## src/rtl/lfsr_decrypter_multi_if.sv

```systemverilog
// Memory-side bus of the multi-tap LFSR decrypter.
// Master is the decrypter; slave is the data memory (rdata lags raddr by one cycle).
interface lfsr_decrypter_multi_if #(
    parameter int DATA_W = 8,
    parameter int ADDR_W = 8
);
    logic [ADDR_W-1:0] raddr;
    logic [DATA_W-1:0] rdata;
    logic              wr_en;
    logic [ADDR_W-1:0] waddr;
    logic [DATA_W-1:0] wdata;

    modport master (
        output raddr,
        input  rdata,
        output wr_en,
        output waddr,
        output wdata
    );

    modport slave (
        input  raddr,
        output rdata,
        input  wr_en,
        input  waddr,
        input  wdata
    );
endinterface

```

## src/rtl/lfsr_decrypter_multi.sv

```systemverilog
// Multi-candidate LFSR decrypter: trains N_TAPS Fibonacci LFSRs on a known
// preamble, keeps the surviving tap pattern and decrypts the message body.
module lfsr_decrypter_multi #(
    parameter int DATA_W = 8,
    parameter int ADDR_W = 8,
    parameter int LFSR_W = 5,
    parameter int N_TAPS = 6,
    parameter logic [N_TAPS*LFSR_W-1:0] TAP_TABLE =
        {5'h12, 5'h14, 5'h17, 5'h1B, 5'h1D, 5'h1E},
    parameter int MSG_LEN  = 64,
    parameter int SRC_BASE = 0,
    parameter int DST_BASE = 64
) (
    input  logic              clk,
    input  logic              rst_n,
    input  logic              start,
    input  logic [DATA_W-1:0] preamble,
    input  logic [ADDR_W-1:0] pre_len,
    input  logic              keep_pre,
    output logic              busy,
    output logic              done,
    output logic              error,
    output logic              ambiguous,
    output logic [3:0]        found_idx,
    lfsr_decrypter_multi_if.master mem
);
    localparam int CNT_W = ADDR_W + 1;
    typedef logic [CNT_W-1:0]  cnt_t;
    typedef logic [LFSR_W-1:0] lfsr_t;
    localparam cnt_t              C_LEN = cnt_t'(MSG_LEN);
    localparam logic [ADDR_W-1:0] C_SRC = ADDR_W'(SRC_BASE);
    localparam logic [ADDR_W-1:0] C_DST = ADDR_W'(DST_BASE);

    typedef enum logic [2:0] {
        S_IDLE, S_SEED, S_TRAIN, S_RESOLVE, S_DECRYPT, S_FIN
    } state_t;

    state_t            r_state, w_state_nxt;
    cnt_t              r_k, r_p, w_p;
    logic              r_keep;
    logic [N_TAPS-1:0] r_mask, w_hit;
    lfsr_t             r_seed, w_seed, w_key;
    lfsr_t             r_lfsr [N_TAPS];
    lfsr_t             w_step [N_TAPS];
    logic [ADDR_W-1:0] r_waddr, w_raddr, w_k_addr;
    logic              r_done, r_error, r_amb;
    logic [3:0]        r_idx, w_low;
    logic [4:0]        w_cnt;
    logic [DATA_W-1:0] w_dec;
    logic              w_wr;

    assign w_seed   = mem.rdata[LFSR_W-1:0] ^ preamble[LFSR_W-1:0];
    assign w_k_addr = C_SRC + r_k[ADDR_W-1:0] + ADDR_W'(1);
    assign w_dec    = mem.rdata ^ DATA_W'(w_key);
    assign w_wr     = (r_state == S_DECRYPT) && (r_keep || (r_k >= r_p));

    assign mem.raddr = w_raddr;
    assign mem.wr_en = w_wr & rst_n;
    assign mem.waddr = r_waddr;
    assign mem.wdata = w_dec;

    assign busy      = (r_state == S_SEED) || (r_state == S_TRAIN) ||
                       (r_state == S_RESOLVE) || (r_state == S_DECRYPT);
    assign done      = r_done;
    assign error     = r_error;
    assign ambiguous = r_amb;
    assign found_idx = r_idx;

    // Clamp the requested training window to 1..MSG_LEN
    always_comb begin
        w_p = cnt_t'(pre_len);
        if (w_p > C_LEN) w_p = C_LEN;
        if (w_p == '0) w_p = cnt_t'(1);
    end

    // Step every candidate and test its plaintext guess against the preamble
    always_comb begin
        for (int i = 0; i < N_TAPS; i++) begin
            w_step[i] = {r_lfsr[i][LFSR_W-2:0],
                         ^(r_lfsr[i] & TAP_TABLE[i*LFSR_W +: LFSR_W])};
            w_hit[i]  = (mem.rdata ^ DATA_W'(w_step[i])) == preamble;
        end
    end

    // Lowest survivor, survivor count and key of the selected candidate
    always_comb begin
        w_low = '0;
        w_cnt = '0;
        w_key = r_lfsr[0];
        for (int i = N_TAPS - 1; i >= 0; i--) begin
            if (r_mask[i]) w_low = 4'(i);
        end
        for (int i = 0; i < N_TAPS; i++) begin
            w_cnt = w_cnt + 5'(r_mask[i]);
            if (r_idx == 4'(i)) w_key = r_lfsr[i];
        end
    end

    // Next state and read address
    always_comb begin
        w_state_nxt = r_state;
        w_raddr     = '0;
        case (r_state)
            S_IDLE: begin
                if (start) begin
                    w_state_nxt = S_SEED;
                    w_raddr     = C_SRC;
                end
            end
            S_SEED: begin
                w_raddr     = w_k_addr;
                w_state_nxt = (r_p > cnt_t'(1)) ? S_TRAIN : S_RESOLVE;
            end
            S_TRAIN: begin
                w_raddr = w_k_addr;
                if (r_k == r_p - cnt_t'(1)) w_state_nxt = S_RESOLVE;
            end
            S_RESOLVE: begin
                w_raddr     = C_SRC;
                w_state_nxt = S_DECRYPT;
            end
            S_DECRYPT: begin
                w_raddr = w_k_addr;
                if (r_k == C_LEN - cnt_t'(1)) w_state_nxt = S_FIN;
            end
            S_FIN:   w_state_nxt = S_IDLE;
            default: w_state_nxt = S_IDLE;
        endcase
    end

    // State register
    always_ff @(posedge clk) begin
        if (!rst_n) r_state <= S_IDLE;
        else        r_state <= w_state_nxt;
    end

    // Char index, candidate LFSRs, survivor mask, write pointer and results
    always_ff @(posedge clk) begin
        if (!rst_n) begin
            r_k     <= '0;
            r_p     <= cnt_t'(1);
            r_keep  <= 1'b0;
            r_mask  <= '1;
            r_seed  <= '0;
            r_waddr <= '0;
            r_done  <= 1'b0;
            r_error <= 1'b0;
            r_amb   <= 1'b0;
            r_idx   <= '0;
            for (int i = 0; i < N_TAPS; i++) r_lfsr[i] <= '0;
        end else begin
            case (r_state)
                S_IDLE: begin
                    if (start) begin
                        r_done  <= 1'b0;
                        r_error <= 1'b0;
                        r_amb   <= 1'b0;
                        r_mask  <= '1;
                        r_p     <= w_p;
                        r_keep  <= keep_pre;
                        r_k     <= '0;
                        r_waddr <= C_DST;
                    end
                end
                S_SEED: begin
                    r_seed <= w_seed;
                    for (int i = 0; i < N_TAPS; i++) r_lfsr[i] <= w_seed;
                    r_k <= r_k + cnt_t'(1);
                end
                S_TRAIN: begin
                    for (int i = 0; i < N_TAPS; i++) begin
                        r_lfsr[i] <= w_step[i];
                        if (!w_hit[i]) r_mask[i] <= 1'b0;
                    end
                    r_k <= r_k + cnt_t'(1);
                end
                S_RESOLVE: begin
                    r_idx   <= w_low;
                    r_error <= (r_mask == '0);
                    r_amb   <= (w_cnt > 5'd1);
                    for (int i = 0; i < N_TAPS; i++) r_lfsr[i] <= r_seed;
                    r_k <= '0;
                end
                S_DECRYPT: begin
                    for (int i = 0; i < N_TAPS; i++) r_lfsr[i] <= w_step[i];
                    r_k <= r_k + cnt_t'(1);
                    if (w_wr) r_waddr <= r_waddr + ADDR_W'(1);
                    if (r_k == C_LEN - cnt_t'(1)) r_done <= 1'b1;
                end
                default: ;
            endcase
        end
    end
endmodule

```

## src/flat_wrapper.sv

```systemverilog
// flat-port wrapper written by rule: the top's interface ports become plain ports
module lfsr_decrypter_multi_flat 
#(
    parameter int DATA_W = 8,
    parameter int ADDR_W = 8,
    parameter int LFSR_W = 5,
    parameter int N_TAPS = 6,
    parameter logic [N_TAPS*LFSR_W-1:0] TAP_TABLE =
        {5'h12, 5'h14, 5'h17, 5'h1B, 5'h1D, 5'h1E},
    parameter int MSG_LEN  = 64,
    parameter int SRC_BASE = 0,
    parameter int DST_BASE = 64
)
  (clk, rst_n, start, preamble, pre_len, keep_pre, busy, done, error, ambiguous, found_idx, mem_raddr, mem_rdata, mem_wr_en, mem_waddr, mem_wdata);
  lfsr_decrypter_multi_if #(.DATA_W(DATA_W), .ADDR_W(ADDR_W)) mem_i ();
  input  logic clk;
  input  logic rst_n;
  input  logic start;
  input  logic [DATA_W-1:0] preamble;
  input  logic [ADDR_W-1:0] pre_len;
  input  logic keep_pre;
  output logic busy;
  output logic done;
  output logic error;
  output logic ambiguous;
  output logic [3:0] found_idx;
  output wire logic [$bits(mem_i.raddr)-1:0] mem_raddr;
  input wire logic [$bits(mem_i.rdata)-1:0] mem_rdata;
  output wire logic [$bits(mem_i.wr_en)-1:0] mem_wr_en;
  output wire logic [$bits(mem_i.waddr)-1:0] mem_waddr;
  output wire logic [$bits(mem_i.wdata)-1:0] mem_wdata;
  assign mem_raddr = mem_i.raddr;
  assign mem_i.rdata = mem_rdata;
  assign mem_wr_en = mem_i.wr_en;
  assign mem_waddr = mem_i.waddr;
  assign mem_wdata = mem_i.wdata;
  lfsr_decrypter_multi #(.DATA_W(DATA_W), .ADDR_W(ADDR_W), .LFSR_W(LFSR_W), .N_TAPS(N_TAPS), .TAP_TABLE(TAP_TABLE), .MSG_LEN(MSG_LEN), .SRC_BASE(SRC_BASE), .DST_BASE(DST_BASE)) u_core (.clk(clk), .rst_n(rst_n), .start(start), .preamble(preamble), .pre_len(pre_len), .keep_pre(keep_pre), .busy(busy), .done(done), .error(error), .ambiguous(ambiguous), .found_idx(found_idx), .mem(mem_i));
endmodule
```

## config.mk

```make
export PLATFORM = sky130hd
export DESIGN_NAME = lfsr_decrypter_multi_flat
export DESIGN_NICKNAME = d
export VERILOG_FILES = /design/src/rtl/lfsr_decrypter_multi_if.sv /design/src/rtl/lfsr_decrypter_multi.sv /design/src/flat_wrapper.sv
export SDC_FILE = /design/constraint.sdc
export NUM_CORES = 1
export LEC_CHECK = 0
export CAP_MARGIN = 20
export CORE_ASPECT_RATIO = 1.25
export CORE_UTILIZATION = 61
export DETAILED_ROUTE_END_ITERATION = 10
export PLACE_DENSITY = 0.87
export SLEW_MARGIN = 20
export SYNTH_ARGS = -nofsm -noshare
export SYNTH_HDL_FRONTEND = slang
export SYNTH_SLANG_ARGS = --single-unit
```

## constraint.sdc

```tcl
create_clock -name clk -period 7.3 [get_ports clk]
set_clock_uncertainty 0.2 [all_clocks]
set_input_delay 1.095 -clock clk [delete_from_list [all_inputs] [get_ports clk]]
set_output_delay 1.095 -clock clk [all_outputs]
set_load 0.02 [all_outputs]
```

### Yosys cells after proc, flatten, opt, wreduce, memory -nomap -nowiden

Memories as Yosys holds them, arrays and structs flattened.
Cells that the tools add are included.

| storage, ports and cells | value |
|---|---|
| output and inout port bits | 33 |
| bits of input ports | 28 |
| memories | 1 |
| logic and storage cells | 195 |
| memory bits (writable) | 30 |
| bits in registers | 48 |

| cells by class | value |
|---|---|
| $add $sub $neg | 9 |
| magnitude comparators | 4 |
| bitwise gates (word level) | 33 |
| eq/ne operators | 27 |
| reductions and logical operators | 31 |
| multiplexer cells | 74 |

Memory list:

| name | words | bits a word | read ports | clocked after Yosys merged registers in | write ports | RTL line | text |
|---|---|---|---|---|---|---|---|
| u_core.r_lfsr | 6 | 5 | 6 | 0 | 6 | lfsr_decrypter_multi.sv:43 | `lfsr_t r_lfsr [N_TAPS];` |

Operators by type and width:

| cell | number |
|---|---|
| $mux W5 | 29 |
| $xor A8 B5 Y8 | 7 |
| $eq A8 B8 Y1 | 6 |
| $mux W8 | 4 |
| $reduce_xor A5 Y1 | 6 |
| $mux W3 | 9 |
| $pmux W9 S3 | 1 |
| $reduce_and A3 Y1 | 9 |
| $or A1 B1 Y1 | 24 |
| $mux W1 | 22 |
| $add A5 B1 Y5 | 4 |
| $mux W9 | 2 |
| $ne A2 B2 Y1 const B | 9 |
| $add A8 B1 Y8 const B | 2 |
| $pmux W8 S2 | 1 |
| $pmux W3 S5 | 1 |
| $pmux W6 S2 | 1 |
| $add A9 B1 Y9 const B | 1 |
| $eq A9 B6 Y1 const B | 1 |
| $eq A9 B9 Y1 | 1 |
| $ge A9 B9 Y1 | 1 |
| $gt A9 B1 Y1 const B | 1 |
| $logic_not A9 Y1 | 1 |
| $sub A9 B1 Y9 const B | 1 |
| 22 further kinds | 34 |

### Depth between registers and ports, before layout

| logic depth | value |
|---|---|
| word-level depth | 8 |
| depth in mapped cells | 11 |

### Least setup slack after synthesis

Ideal clock, no wire load.

| timing path | value |
|---|---|
| path type | input -> register |
| start | input port rst_n |
| end | memory u_core.r_lfsr[0][0] (netlist name) (enable) |
| cell stages on the path | 4 |
| path slack | 4050 ps |
| buffers on the path | 3 |
| arrival | 2552 ps |
| cells stage by stage | clkbuf_1 -> clkbuf_1 -> clkbuf_1 -> nand3_1 |

RTL lines:

| item | RTL line | text |
|---|---|---|
| start: declaration | flat_wrapper.sv:17 | `input logic rst_n;` |
| end: declaration | lfsr_decrypter_multi.sv:43 |  |

### Worst setup path in the final report

| timing path | value |
|---|---|
| start | input port rst_n |
| end | output port mem_wr_en |

| between the ends | value |
|---|---|
| longest elaborated chain between the ends | 1 |

Ends and longest elaborated chain:

| item | RTL line | text |
|---|---|---|
| $and A1 B1 Y1 | lfsr_decrypter_multi.sv:58 | `assign mem.wr_en = w_wr & rst_n;` |
| end: declaration | flat_wrapper.sv:29 | `output wire logic [$bits(mem_i.wr_en)-1:0] mem_wr_en;` |

No other way between the ends.

==> summary by stage <==
Run status
The run finished with clean final reports.

Synth
The most used flip-flop cell after synthesis is sky130_fd_sc_hd__dfxtp_1. The complex-gate fraction of the synthesized area was 0.159. The fraction of the mapped netlist area in adder cells is 0.0466. The mean cell area of the mapped netlist is 8.97 um2. The most numerous cell in the Yosys netlist is sky130_fd_sc_hd__xnor2_1.

By area the synthesized netlist is led by sky130_fd_sc_hd__dfxtp_1 (19%), sky130_fd_sc_hd__edfxtp_1 (18%), sky130_fd_sc_hd__xnor2_1 (9.9%). The simple logic cell fraction of the synthesized area is 0.196. After synthesis, the largest family of logic cells by area is simple AND/OR/NAND/NOR gates. In this run, synthesis inferred 30 flip-flops with an integrated enable. Of the post-synthesis cell area, the dominant cell type holds 0.188. The total standard cell area after synthesis is 4890 um2. Measured against the total synthesized area, the mux share comes to 0.0338. The number of distinct library cells after synthesis is 62.

Synthesis inferred 76 register bits. When the netlist entered floorplanning its net count stood at 590. The share of the yosys chip area belonging to registers is 0.373.

The count of mapped cells out of synthesis is 545. After synthesis, the most frequently instantiated cells are sky130_fd_sc_hd__xnor2_1 (55), sky130_fd_sc_hd__nand2_1 (54), sky130_fd_sc_hd__a21oi_1 (53). The share of flip-flops with an asynchronous set or reset after synthesis is 0. Of the total synthesized cell area, the portion taken by XOR and XNOR cells is 0.147.

The most area-hungry cell type in the Yosys netlist is sky130_fd_sc_hd__dfxtp_1. For this run, the number of Yosys warnings is 0.

STA
The part of the cycle the worst path needs is 0.582. The total negative slack is 0 ps. Setup violations remaining at the end of the flow were counted as 0. The actual transition at the worst max-transition pin is 1000 ps. The worst path in the final design needs a cycle of 4250 ps, including I/O delays and setup.

The worst hold slack across all endpoints is 282 ps. The number of slew-limit violations in the final report was 0. The total count of hold-check failures in the final report was 0. The headroom to the max-slew limit is 0.329. Setup repair after global routing left no endpoint under its margin. The highest clock rate is 235 MHz.

Setup path
The cell with the largest stage delay on the worst path is sky130_fd_sc_hd__clkdlybuf4s50_1. The delay of the slowest cell on the worst path is 620 ps. The arrival time of data at the critical path endpoint is 2950 ps. The largest fanout on the critical path is 46. The start point of the critical path is rst_n. In this design, the largest share of critical-path delay is due to buffers and inverters. The kind of launch point of the worst setup path is an input pin.

The reg-to-reg critical path startpoint is u_core.r_state[1]. For the worst setup path, the data required time is 6000 ps. The worst setup path is captured at a primary output. The number of buffer and inverter stages on the critical path is 3. The most common cell type on the critical path is sky130_fd_sc_hd__clkdlybuf4s50_1. The internal reg-to-reg setup slack is 4240 ps. The signal on the critical path passes through clkdlybuf4s50_1, buf_4, nand2_1, nor2_1, clkdlybuf4s50_1. The terminus of the critical flop-to-flop path is u_core.r_lfsr[0][17]. The worst register-to-register path has a depth of 6.

The critical path start-end classification is in -> out.

Route
The total length of routed wires is 12300 um. The via density per instance is 6.23. The first detailed-routing pass ran for 5 iterations. The first routing iteration left 372 violations. The count of unresolved DRC violations after routing is 0. The number of nets with antenna violations after detailed routing is 0.

After detailed routing, the average wire length per cell comes to 17.8 um. The number of vias after detailed routing is 4309.

Cells and area
The antenna cell count is 0. The filler cells instantiated in the layout total 562. The area taken by flip-flops and latches is 1820 um2. The non-filler instance count after layout is 692. Of the cells placed in the final design, the portion with a size suffix greater than 1 is 0.0603. The final layout contains 637 nets. The share of the core filled with cells in the final layout is 0.732. The synthesis-to-layout area growth is 16.6%.

The multi-input gate area in the final layout is 2860 um2.

Die
The count of boundary I/O pins is 61. The starting density of the core is 0.627. The chip width is 82.1 um. The floorplan step set the die height to 102 um. The region available for standard cell placement spans 7790 um2. The die area is 8380 um2. The initialized floorplan defines 36 standard-cell rows.

Job
The number of maximum-capacitance constraint violations is 0.

Global routing
The total global routing overflow is 0. Entering global routing, the biggest net connects 47 pins. The via count of the first global-routing pass came to 4072.

The first global-routing pass estimated 19400 um of wire. The initial antenna violation count is 0. The total routing resource utilization after global routing is 0.312.

Worst hold path
The worst hold path terminates at u_core.r_keep. The startpoint of the lowest-slack hold path is u_core.r_keep. The worst hold path depth is 2. The path class of the lowest-slack min-delay path is reg -> reg.

Clock network
The number of buffers on the longest clock path is 2. The count of cells resized by post-cts repair is 0. CTS placed an instance of sky130_fd_sc_hd__clkbuf_8 at the clock tree root.

The H-tree depth reported by CTS is 3. The CTS tree is yes. The number of clock buffers added by TritonCTS is 9. Post-CTS timing repair inserted 0 buffers for setup. The clock drives 76 sinks. The later pin in the worst-skew pair is clocked with a latency of 350 ps. The post-CTS clock slew at the launch and capture registers of the worst setup and hold paths is 90 ps. After clock tree synthesis, the flow added hold-fix buffers numbering 0.

Pwr
The power per cell area is 361 nW/um2. The maximum vdd drop is 0.241 mV. The power consumption is 2.06 mW. In this run the static leakage power is 2.05 nW.

Placed design
The number of input and output port buffers inserted is 59. The half-perimeter wire length after placement is 9080 um. Routability-driven placement finished with a final weighted congestion of 0.950. The total placed cells including tap cells is 676.
-- placed cells by master (no fill, tap or decap), types with 4 or more instances in the layout --
cell type / instances
sky130_fd_sc_hd__clkdlybuf4s50_1: 59
sky130_fd_sc_hd__xnor2_1: 55
sky130_fd_sc_hd__nand2_1: 54
sky130_fd_sc_hd__a21oi_1: 53
sky130_fd_sc_hd__dfxtp_1: 46
sky130_fd_sc_hd__nor2_1: 43
sky130_fd_sc_hd__edfxtp_1: 30
sky130_fd_sc_hd__xor2_1: 25
sky130_fd_sc_hd__o21ai_0: 23
sky130_fd_sc_hd__inv_1: 21
sky130_fd_sc_hd__nor2b_1: 18
sky130_fd_sc_hd__ha_1: 15
sky130_fd_sc_hd__nand3_1: 13
sky130_fd_sc_hd__nor3_1: 12
sky130_fd_sc_hd__mux2i_1: 12
sky130_fd_sc_hd__nand4_1: 9
sky130_fd_sc_hd__clkbuf_8: 9
sky130_fd_sc_hd__nor4_1: 7
sky130_fd_sc_hd__and3_1: 5
sky130_fd_sc_hd__a22oi_1: 4
sky130_fd_sc_hd__a21boi_0: 4
sky130_fd_sc_hd__o211ai_1: 4
sky130_fd_sc_hd__and2_1: 4
sky130_fd_sc_hd__a221o_1: 4
sky130_fd_sc_hd__a211oi_1: 4
-- per-layer routing --
metal	up-vias	share of wire	track usage
li1	2012	-	-
met1	2045	0.37	0.347
met2	195	0.52	0.550
met3	57	0.062	0.0545
met4	0	0.048	0.184
met5	-	0	0
-- kinds of logic (layout without fill, tap and decap cells) --
family	count (synthesis)	after routing
and+or+nand+nor	188	188
DFF	76	76
xor gates and xnor gates	81	81
muxes	14	14
buffers and inverters	47	99
other	1	1
adders and majority gates	17	17
AOI/OAI and AO/OA	121	121
-- worst register-to-register path: cells and delay by family, from the launching register on --
| kind | cells | cell delay (ps) |
|---|---|---|
| and+or+nand+nor | 4 | 1730 |
| DFF | 1 | 530 |
| AOI/OAI and AO/OA | 1 | 120 |
| xor gates and xnor gates | 1 | 180 |
-- flip-flops by register name, summed over array words and instances, names as in the netlist --
name / count
u_core.ambiguous: 1
u_core.done: 1
u_core.error: 1
u_core.found_idx: 3
u_core.mem.waddr: 8
u_core.r_k: 9
u_core.r_keep: 1
u_core.r_lfsr: 30
u_core.r_mask: 6
u_core.r_p: 8
u_core.r_seed: 5
u_core.r_state: 3
-- cell type report --
class,count,area share
clock inverters,4,0.00966
flip-flops and latches,76,0.320
inverters,21,0.0138
well taps,95,0.0209
repair buffers,62,0.108
clock buffers,12,0.0274
multi-input cells,422,0.501
-- per-stage QoR --
stage          setup WS [ps]  instance area, um2
4_1_cts                 3070                5700
2_1_floorplan           4050                4890
6_report                3050                5700
3_3_place_gp            3080                5480
5_1_grt                 2870                5700
3_5_place_dp            3080                5480
-- worst max path at each step --
stage,to,slack (ps),depth (start not counted)
after global placement,mem_wr_en,3080,5
after global routing,mem_wdata[2],2870,7
after detailed placement,mem_wr_en,3080,5
after CTS,mem_wr_en,3070,5
final,mem_wr_en,3050,5
after floorplan,u_core.r_lfsr[0][0],4050,4
-- report_power, final --
part           internal, mW  total, mW  switching (mW)
logic                 0.408      0.935           0.528
clock network         0.181      0.348           0.167
registers             0.601      0.774           0.174
total                  1.19       2.06           0.869
Note: power is estimated with default switching activity, not from simulation.
